===== src/rtl/pipe_stall_ctrl_if.sv =====
// pipe_stall_ctrl_if -- hazard/stall controller bus.
// Groups the pipeline-side inputs (start, load-use operands, branch, memory
// handshake) with the controller's enable/bubble/flush/stall outputs.
//   master : pipeline side, drives the *_i signals and observes the *_o signals
//   slave  : controller side (pipe_stall_ctrl)
// stall_cycles_o / flush_cnt_o are live only when PIPE_STALL_CNT_EN is defined.
interface pipe_stall_ctrl_if;
  logic        start_i;
  logic        IDEX_MemRead_i;
  logic [4:0]  IDEX_RDaddr_i;
  logic [4:0]  IFID_RS1addr_i;
  logic [4:0]  IFID_RS2addr_i;
  logic        Branch_taken_i;
  logic        mem_req_i;
  logic        mem_ack_i;
  logic        PCWrite_o;
  logic        IFID_Write_o;
  logic        No_op_o;
  logic        Flush_o;
  logic        Stall_o;
  logic        err_o;
  logic [15:0] stall_cycles_o;
  logic [15:0] flush_cnt_o;

  modport master (
    output start_i, IDEX_MemRead_i, IDEX_RDaddr_i, IFID_RS1addr_i, IFID_RS2addr_i,
           Branch_taken_i, mem_req_i, mem_ack_i,
    input  PCWrite_o, IFID_Write_o, No_op_o, Flush_o, Stall_o, err_o,
           stall_cycles_o, flush_cnt_o
  );

  modport slave (
    input  start_i, IDEX_MemRead_i, IDEX_RDaddr_i, IFID_RS1addr_i, IFID_RS2addr_i,
           Branch_taken_i, mem_req_i, mem_ack_i,
    output PCWrite_o, IFID_Write_o, No_op_o, Flush_o, Stall_o, err_o,
           stall_cycles_o, flush_cnt_o
  );
endinterface


===== src/rtl/pipe_stall_ctrl.sv =====
// pipe_stall_ctrl -- pipeline stall / bubble / flush controller.
// Resolves memory wait > load-use hazard > taken branch each cycle and drives
// PC / IF-ID enables, a decode bubble, an IF-ID flush and a global stall.
// A memory access outstanding longer than TIMEOUT wait cycles locks the
// block in a sticky error state until reset.
// Ports:
//   clk_i  : clock, rising edge
//   rst_i  : asynchronous active-low reset
//   bus    : pipe_stall_ctrl_if.slave (inputs *_i, outputs *_o)
// Build option: define PIPE_STALL_CNT_EN to add saturating stall-cycle and
// flush counters; otherwise both count outputs read zero and no flops exist.
module pipe_stall_ctrl #(
  parameter int TIMEOUT = 255   // 1..255 memory-wait cycles before error
) (
  input  logic            clk_i,
  input  logic            rst_i,
  pipe_stall_ctrl_if.slave bus
);

  typedef enum logic [1:0] {S_IDLE, S_RUN, S_WAIT, S_ERR} state_t;

  state_t     state;
  logic [7:0] wait_cnt;

  logic hazard, memwait;
  logic pc_we, ifid_we, no_op, flush, stall;

  assign hazard  = bus.IDEX_MemRead_i && (bus.IDEX_RDaddr_i != 5'd0) &&
                   ((bus.IDEX_RDaddr_i == bus.IFID_RS1addr_i) ||
                    (bus.IDEX_RDaddr_i == bus.IFID_RS2addr_i));
  assign memwait = bus.mem_req_i && !bus.mem_ack_i;

  // Outputs are Mealy in RUN/WAIT so a stall lands in the same cycle as its cause.
  always_comb begin
    pc_we   = 1'b0;
    ifid_we = 1'b0;
    no_op   = 1'b0;
    flush   = 1'b0;
    stall   = 1'b0;
    unique case (state)
      S_IDLE: no_op = 1'b1;
      S_ERR: begin
        no_op = 1'b1;
        stall = 1'b1;
      end
      default: begin
        if (memwait) begin
          stall = 1'b1;
        end else if (hazard) begin
          // a branch seen alongside a hazard is re-evaluated next cycle
          no_op = 1'b1;
        end else begin
          pc_we   = 1'b1;
          ifid_we = 1'b1;
          flush   = bus.Branch_taken_i;
        end
      end
    endcase
  end

  always_ff @(posedge clk_i or negedge rst_i) begin
    if (!rst_i) begin
      state    <= S_IDLE;
      wait_cnt <= 8'd0;
    end else begin
      unique case (state)
        S_IDLE: if (bus.start_i) state <= S_RUN;
        S_RUN: if (memwait) begin
          state    <= S_WAIT;
          wait_cnt <= 8'd1;
        end
        S_WAIT: begin
          // an ack or an abandoned request both end the wait
          if (bus.mem_ack_i || !bus.mem_req_i) begin
            state    <= S_RUN;
            wait_cnt <= 8'd0;
          end else if (wait_cnt == 8'(TIMEOUT)) begin
            state <= S_ERR;
          end else begin
            wait_cnt <= wait_cnt + 8'd1;
          end
        end
        default: state <= S_ERR;
      endcase
    end
  end

  assign bus.PCWrite_o    = pc_we;
  assign bus.IFID_Write_o = ifid_we;
  assign bus.No_op_o      = no_op;
  assign bus.Flush_o      = flush;
  assign bus.Stall_o      = stall;
  assign bus.err_o        = (state == S_ERR);

`ifdef PIPE_STALL_CNT_EN
  logic [15:0] stall_cnt, flush_cnt;

  always_ff @(posedge clk_i or negedge rst_i) begin
    if (!rst_i) begin
      stall_cnt <= 16'd0;
      flush_cnt <= 16'd0;
    end else begin
      if ((state != S_IDLE) && (stall || no_op) && (stall_cnt != 16'hFFFF))
        stall_cnt <= stall_cnt + 16'd1;
      if (flush && (flush_cnt != 16'hFFFF))
        flush_cnt <= flush_cnt + 16'd1;
    end
  end

  assign bus.stall_cycles_o = stall_cnt;
  assign bus.flush_cnt_o    = flush_cnt;
`else
  assign bus.stall_cycles_o = 16'h0000;
  assign bus.flush_cnt_o    = 16'h0000;
`endif

endmodule


===== src/flat_wrapper.sv =====
// flat-port wrapper written by rule: the top's interface ports become plain ports
module pipe_stall_ctrl_flat 
#(
  parameter int TIMEOUT = 255                                            
)
  (clk_i, rst_i, bus_start_i, bus_IDEX_MemRead_i, bus_IDEX_RDaddr_i, bus_IFID_RS1addr_i, bus_IFID_RS2addr_i, bus_Branch_taken_i, bus_mem_req_i, bus_mem_ack_i, bus_PCWrite_o, bus_IFID_Write_o, bus_No_op_o, bus_Flush_o, bus_Stall_o, bus_err_o, bus_stall_cycles_o, bus_flush_cnt_o);
  pipe_stall_ctrl_if bus_i ();
  input  logic clk_i;
  input  logic rst_i;
  input wire logic [$bits(bus_i.start_i)-1:0] bus_start_i;
  input wire logic [$bits(bus_i.IDEX_MemRead_i)-1:0] bus_IDEX_MemRead_i;
  input wire logic [$bits(bus_i.IDEX_RDaddr_i)-1:0] bus_IDEX_RDaddr_i;
  input wire logic [$bits(bus_i.IFID_RS1addr_i)-1:0] bus_IFID_RS1addr_i;
  input wire logic [$bits(bus_i.IFID_RS2addr_i)-1:0] bus_IFID_RS2addr_i;
  input wire logic [$bits(bus_i.Branch_taken_i)-1:0] bus_Branch_taken_i;
  input wire logic [$bits(bus_i.mem_req_i)-1:0] bus_mem_req_i;
  input wire logic [$bits(bus_i.mem_ack_i)-1:0] bus_mem_ack_i;
  output wire logic [$bits(bus_i.PCWrite_o)-1:0] bus_PCWrite_o;
  output wire logic [$bits(bus_i.IFID_Write_o)-1:0] bus_IFID_Write_o;
  output wire logic [$bits(bus_i.No_op_o)-1:0] bus_No_op_o;
  output wire logic [$bits(bus_i.Flush_o)-1:0] bus_Flush_o;
  output wire logic [$bits(bus_i.Stall_o)-1:0] bus_Stall_o;
  output wire logic [$bits(bus_i.err_o)-1:0] bus_err_o;
  output wire logic [$bits(bus_i.stall_cycles_o)-1:0] bus_stall_cycles_o;
  output wire logic [$bits(bus_i.flush_cnt_o)-1:0] bus_flush_cnt_o;
  assign bus_i.start_i = bus_start_i;
  assign bus_i.IDEX_MemRead_i = bus_IDEX_MemRead_i;
  assign bus_i.IDEX_RDaddr_i = bus_IDEX_RDaddr_i;
  assign bus_i.IFID_RS1addr_i = bus_IFID_RS1addr_i;
  assign bus_i.IFID_RS2addr_i = bus_IFID_RS2addr_i;
  assign bus_i.Branch_taken_i = bus_Branch_taken_i;
  assign bus_i.mem_req_i = bus_mem_req_i;
  assign bus_i.mem_ack_i = bus_mem_ack_i;
  assign bus_PCWrite_o = bus_i.PCWrite_o;
  assign bus_IFID_Write_o = bus_i.IFID_Write_o;
  assign bus_No_op_o = bus_i.No_op_o;
  assign bus_Flush_o = bus_i.Flush_o;
  assign bus_Stall_o = bus_i.Stall_o;
  assign bus_err_o = bus_i.err_o;
  assign bus_stall_cycles_o = bus_i.stall_cycles_o;
  assign bus_flush_cnt_o = bus_i.flush_cnt_o;
  pipe_stall_ctrl #(.TIMEOUT(TIMEOUT)) u_core (.clk_i(clk_i), .rst_i(rst_i), .bus(bus_i));
endmodule

===== config.mk =====
export PLATFORM = sky130hd
export DESIGN_NAME = pipe_stall_ctrl_flat
export DESIGN_NICKNAME = d
export VERILOG_FILES = /design/src/rtl/pipe_stall_ctrl_if.sv /design/src/rtl/pipe_stall_ctrl.sv /design/src/flat_wrapper.sv
export SDC_FILE = /design/constraint.sdc
export NUM_CORES = 1
export LEC_CHECK = 0
export CAP_MARGIN = 20
export CORE_MARGIN = 5
export CORE_UTILIZATION = 25
export DETAILED_ROUTE_END_ITERATION = 8
export HOLD_SLACK_MARGIN = 0.03
export PLACE_DENSITY_LB_ADDON = 0.25
export SLEW_MARGIN = 25
export SYNTH_ARGS = -nofsm -noshare
export SYNTH_HDL_FRONTEND = slang
export SYNTH_SLANG_ARGS = --single-unit
export TNS_END_PERCENT = 10

===== constraint.sdc =====
create_clock -name clk_i -period 4.1 [get_ports clk_i]
set_input_delay 0.82 -clock clk_i [delete_from_list [all_inputs] [get_ports clk_i]]
set_output_delay 0.82 -clock clk_i [all_outputs]
set_load 0.02 [all_outputs]

==> flow_summary_export.csv <==
group,metric,value,unit
worst_setup_path,critical-path-top-delay-family,"buffers and inverters",
timing,report.final.slew_viol_count,0,
worst_hold_path,hold_path_class,"reg -> reg",
global_routing,grt_max_degree,11,
timing,hold_viol,0,
synthesis,netlist_area,0.00106,mm²
timing,holdWs,570,ps
cells_and_area,n_antenna_cell,0,
synthesis,synth_area_leaders,"dfrtp_1 24%, buf_4 23%, xnor2_1 8.2%",
placement,place_congestion,0.767,
power_and_ir_drop,p_per_area,224,mW/mm²
placement,dpl.hpwl,2020,µm
timing,rsz0062_at_grt,"no",
worst_setup_path,path_class,"in -> out",
floorplan,rows,23,
timing,setup_violations,0,
clocking,clockBufferDepth,2,
worst_setup_path,worstSetupEndpointType,"primary output",
synthesis,yosys.area.top_type_share,23.6,%
timing,period_minus_slack,3870,ps
placement,placed_area,0.00126,mm²
global_routing,antenna_found_initial,0,
synthesis,synth_commonest_cells,"33 x buf_4, 10 x dfrtp_1, 10 x xnor2_1",
clocking,cts_hold_buf,0,
status,status,"completed",
synthesis,synth_largest_area_cell,"dfrtp_1",
cells_and_area,fin_cells,201,
global_routing,overflow,0,
placement,numPlacedInstances,197,
floorplan,die_h,75.2,µm
timing,timing.final.crit_share,94.3,%
worst_setup_path,cp_max_fo,3,
cells_and_area,layout.nets,179,
synthesis,synthFlopType,"dfrtp_1",
synthesis,syn_avg_cell_area,8.64,µm²
power_and_ir_drop,power.leakage,0.556,nW
worst_setup_path,worstPathCellList,"clkdlybuf4s50_1 > or4_1 > o21a_1 > a211oi_1 > clkdlybuf4s50_1",
routing,routedWlPerCell,12.5,µm
synthesis,yosysWarnings,0,
worst_setup_path,worstPathArrival,3050,ps
synthesis,yosysMostFrequentCell,"buf_4",
routing,drc,0,
timing,skew,1.72,ps
routing,drt_iter0_markers,55,
clocking,cts_max_level,1,
global_routing,track_usage,8.97,%
global_routing,first_global_vias,875,
floorplan,initial_core_util,26.2,%
worst_setup_path,critPathLaunchType,"input port",
worst_setup_path,required,3280,ps
clocking,cts_sinks,10,
floorplan,die_x,75.2,µm
synthesis,synth_cells,123,
power_and_ir_drop,power,0.000295,W
floorplan,io_pins,60,
clocking,cts.reportedPaths.clkPinSlew,50,ps
floorplan,fp.coreArea,0.00406,mm²
routing,ant_nets,0,
synthesis,ys_seq_area_share,23.6,%
floorplan,dieArea,0.00565,mm²
routing,viasPerCell,4.29,
synthesis,synth-seq-cells,10,
cells_and_area,final_cell_area,0.00132,mm²
run,maxCapViolCount,0,
placement,port_buffers,27,
worst_setup_path,cpMostUsedCell,"clkdlybuf4s50_1",
clocking,clk_latency,240,ps
synthesis,synthArstFlopShare,100,%
timing,setup_tns,0,ps
worst_setup_path,max_stage_delay,670,ps
synthesis,ys_types,36,
routing,drt-pass1-iter-count,4,
timing,fmax,0.259,GHz
worst_setup_path,crit_slowest_cell,"clkdlybuf4s50_1",
power_and_ir_drop,ir_drop,0.108,mV
cells_and_area,drive_above_1_share,6.62,%
clocking,cts_resized,0,
global_routing,grt_pass1_wl,3840,µm
clocking,cts_tree,"done",
clocking,cts_setup_buffers,0,
routing,via_count,863,
worst_setup_path,crit_buf_inv,2,
clocking,root_buffer,"clkbuf_8",
routing,totalWireLength,2520,µm
clocking,cts_buffers,3,
synthesis,synth_edf_count,0,
cells_and_area,area_delta_synth_final,23.8,%
-- flip-flops by register name, indices dropped and copies added, names as in the netlist --
signal	flops
u_core.wait_cnt	8
u_core.state	2
-- kinds of logic (layout without fill, tap and decap cells) --
kind of cell | Yosys count | after routing | synth area share (%)
flops | 10 | 10 | 23.6
fa+ha+maj | 5 | 5 | 5.89
other cells | 1 | 32 | 0.353
mux | 2 | 2 | 2.47
simple gates | 28 | 28 | 15.2
xor+xnor | 10 | 10 | 8.24
buf+inv | 41 | 38 | 26.1
compound gates | 26 | 26 | 18.1
-- placed cells by master, fill, tap and decap left out, types with 2 or more instances in the layout --
cell type / n
or4_1: 2
dfrtp_1: 10
nand2b_1: 2
inv_1: 7
nand3_1: 6
o211ai_1: 3
a31oi_1: 5
a21oi_1: 3
xnor2_1: 10
o21a_1: 2
ha_1: 5
a41oi_1: 3
nand2_1: 7
conb_1: 32
clkbuf_8: 4
clkdlybuf4s50_1: 27
o21ai_0: 4
-- where the power goes --
group / internal [W] / leakage (nW) / switching [W]
Combinational: 0.0000266 / 0.419 / 0.0000405
Clock: 0.0000849 / 0.0288 / 0.0000444
Sequential: 0.0000988 / 0.108 / 0
-- cell type report --
class,instances,area [µm²]
well taps,50,62.6
inverters,7,26.3
clock buffers,4,55.1
flip-flops and latches,10,250
fillers,433,2740
repair buffers,27,270
multi-input cells,103,651
-- per-layer routing --
metal  GRT usage [%]  up-vias  wire length, µm
met4            4.08        0               22
met5               0        -                0
li1                -      426                -
met1            10.6      397             1080
met3            2.67        2              206
met2            14.9       38             1210
-- through the flow --
stage          worst slack (ps)  util (%)
2_1_floorplan               854         -
3_3_place_gp                227      31.1
3_5_place_dp                219      31.1
4_1_cts                     194      32.4
5_1_grt                     125      32.4
6_report                    233      32.4
-- final timing paths --
check | from | endpoint | slack [ps] | depth (start not counted)
worst max-delay path | bus_IDEX_RDaddr_i[1] | bus_IFID_Write_o | 230 | 5
worst min-delay path | u_core.state[0] | u_core.state[0] | 570 | 1
worst max register to register | u_core.state[1] | u_core.wait_cnt[5] | 2110 | 6
worst min register to register | u_core.state[0] | u_core.state[0] | 570 | 1
max in group asynchronous | rst_i | u_core.wait_cnt[2] | 2860 | 1
min in group asynchronous | rst_i | u_core.wait_cnt[3] | 910 | 1
(Power assumes the default switching activity.)
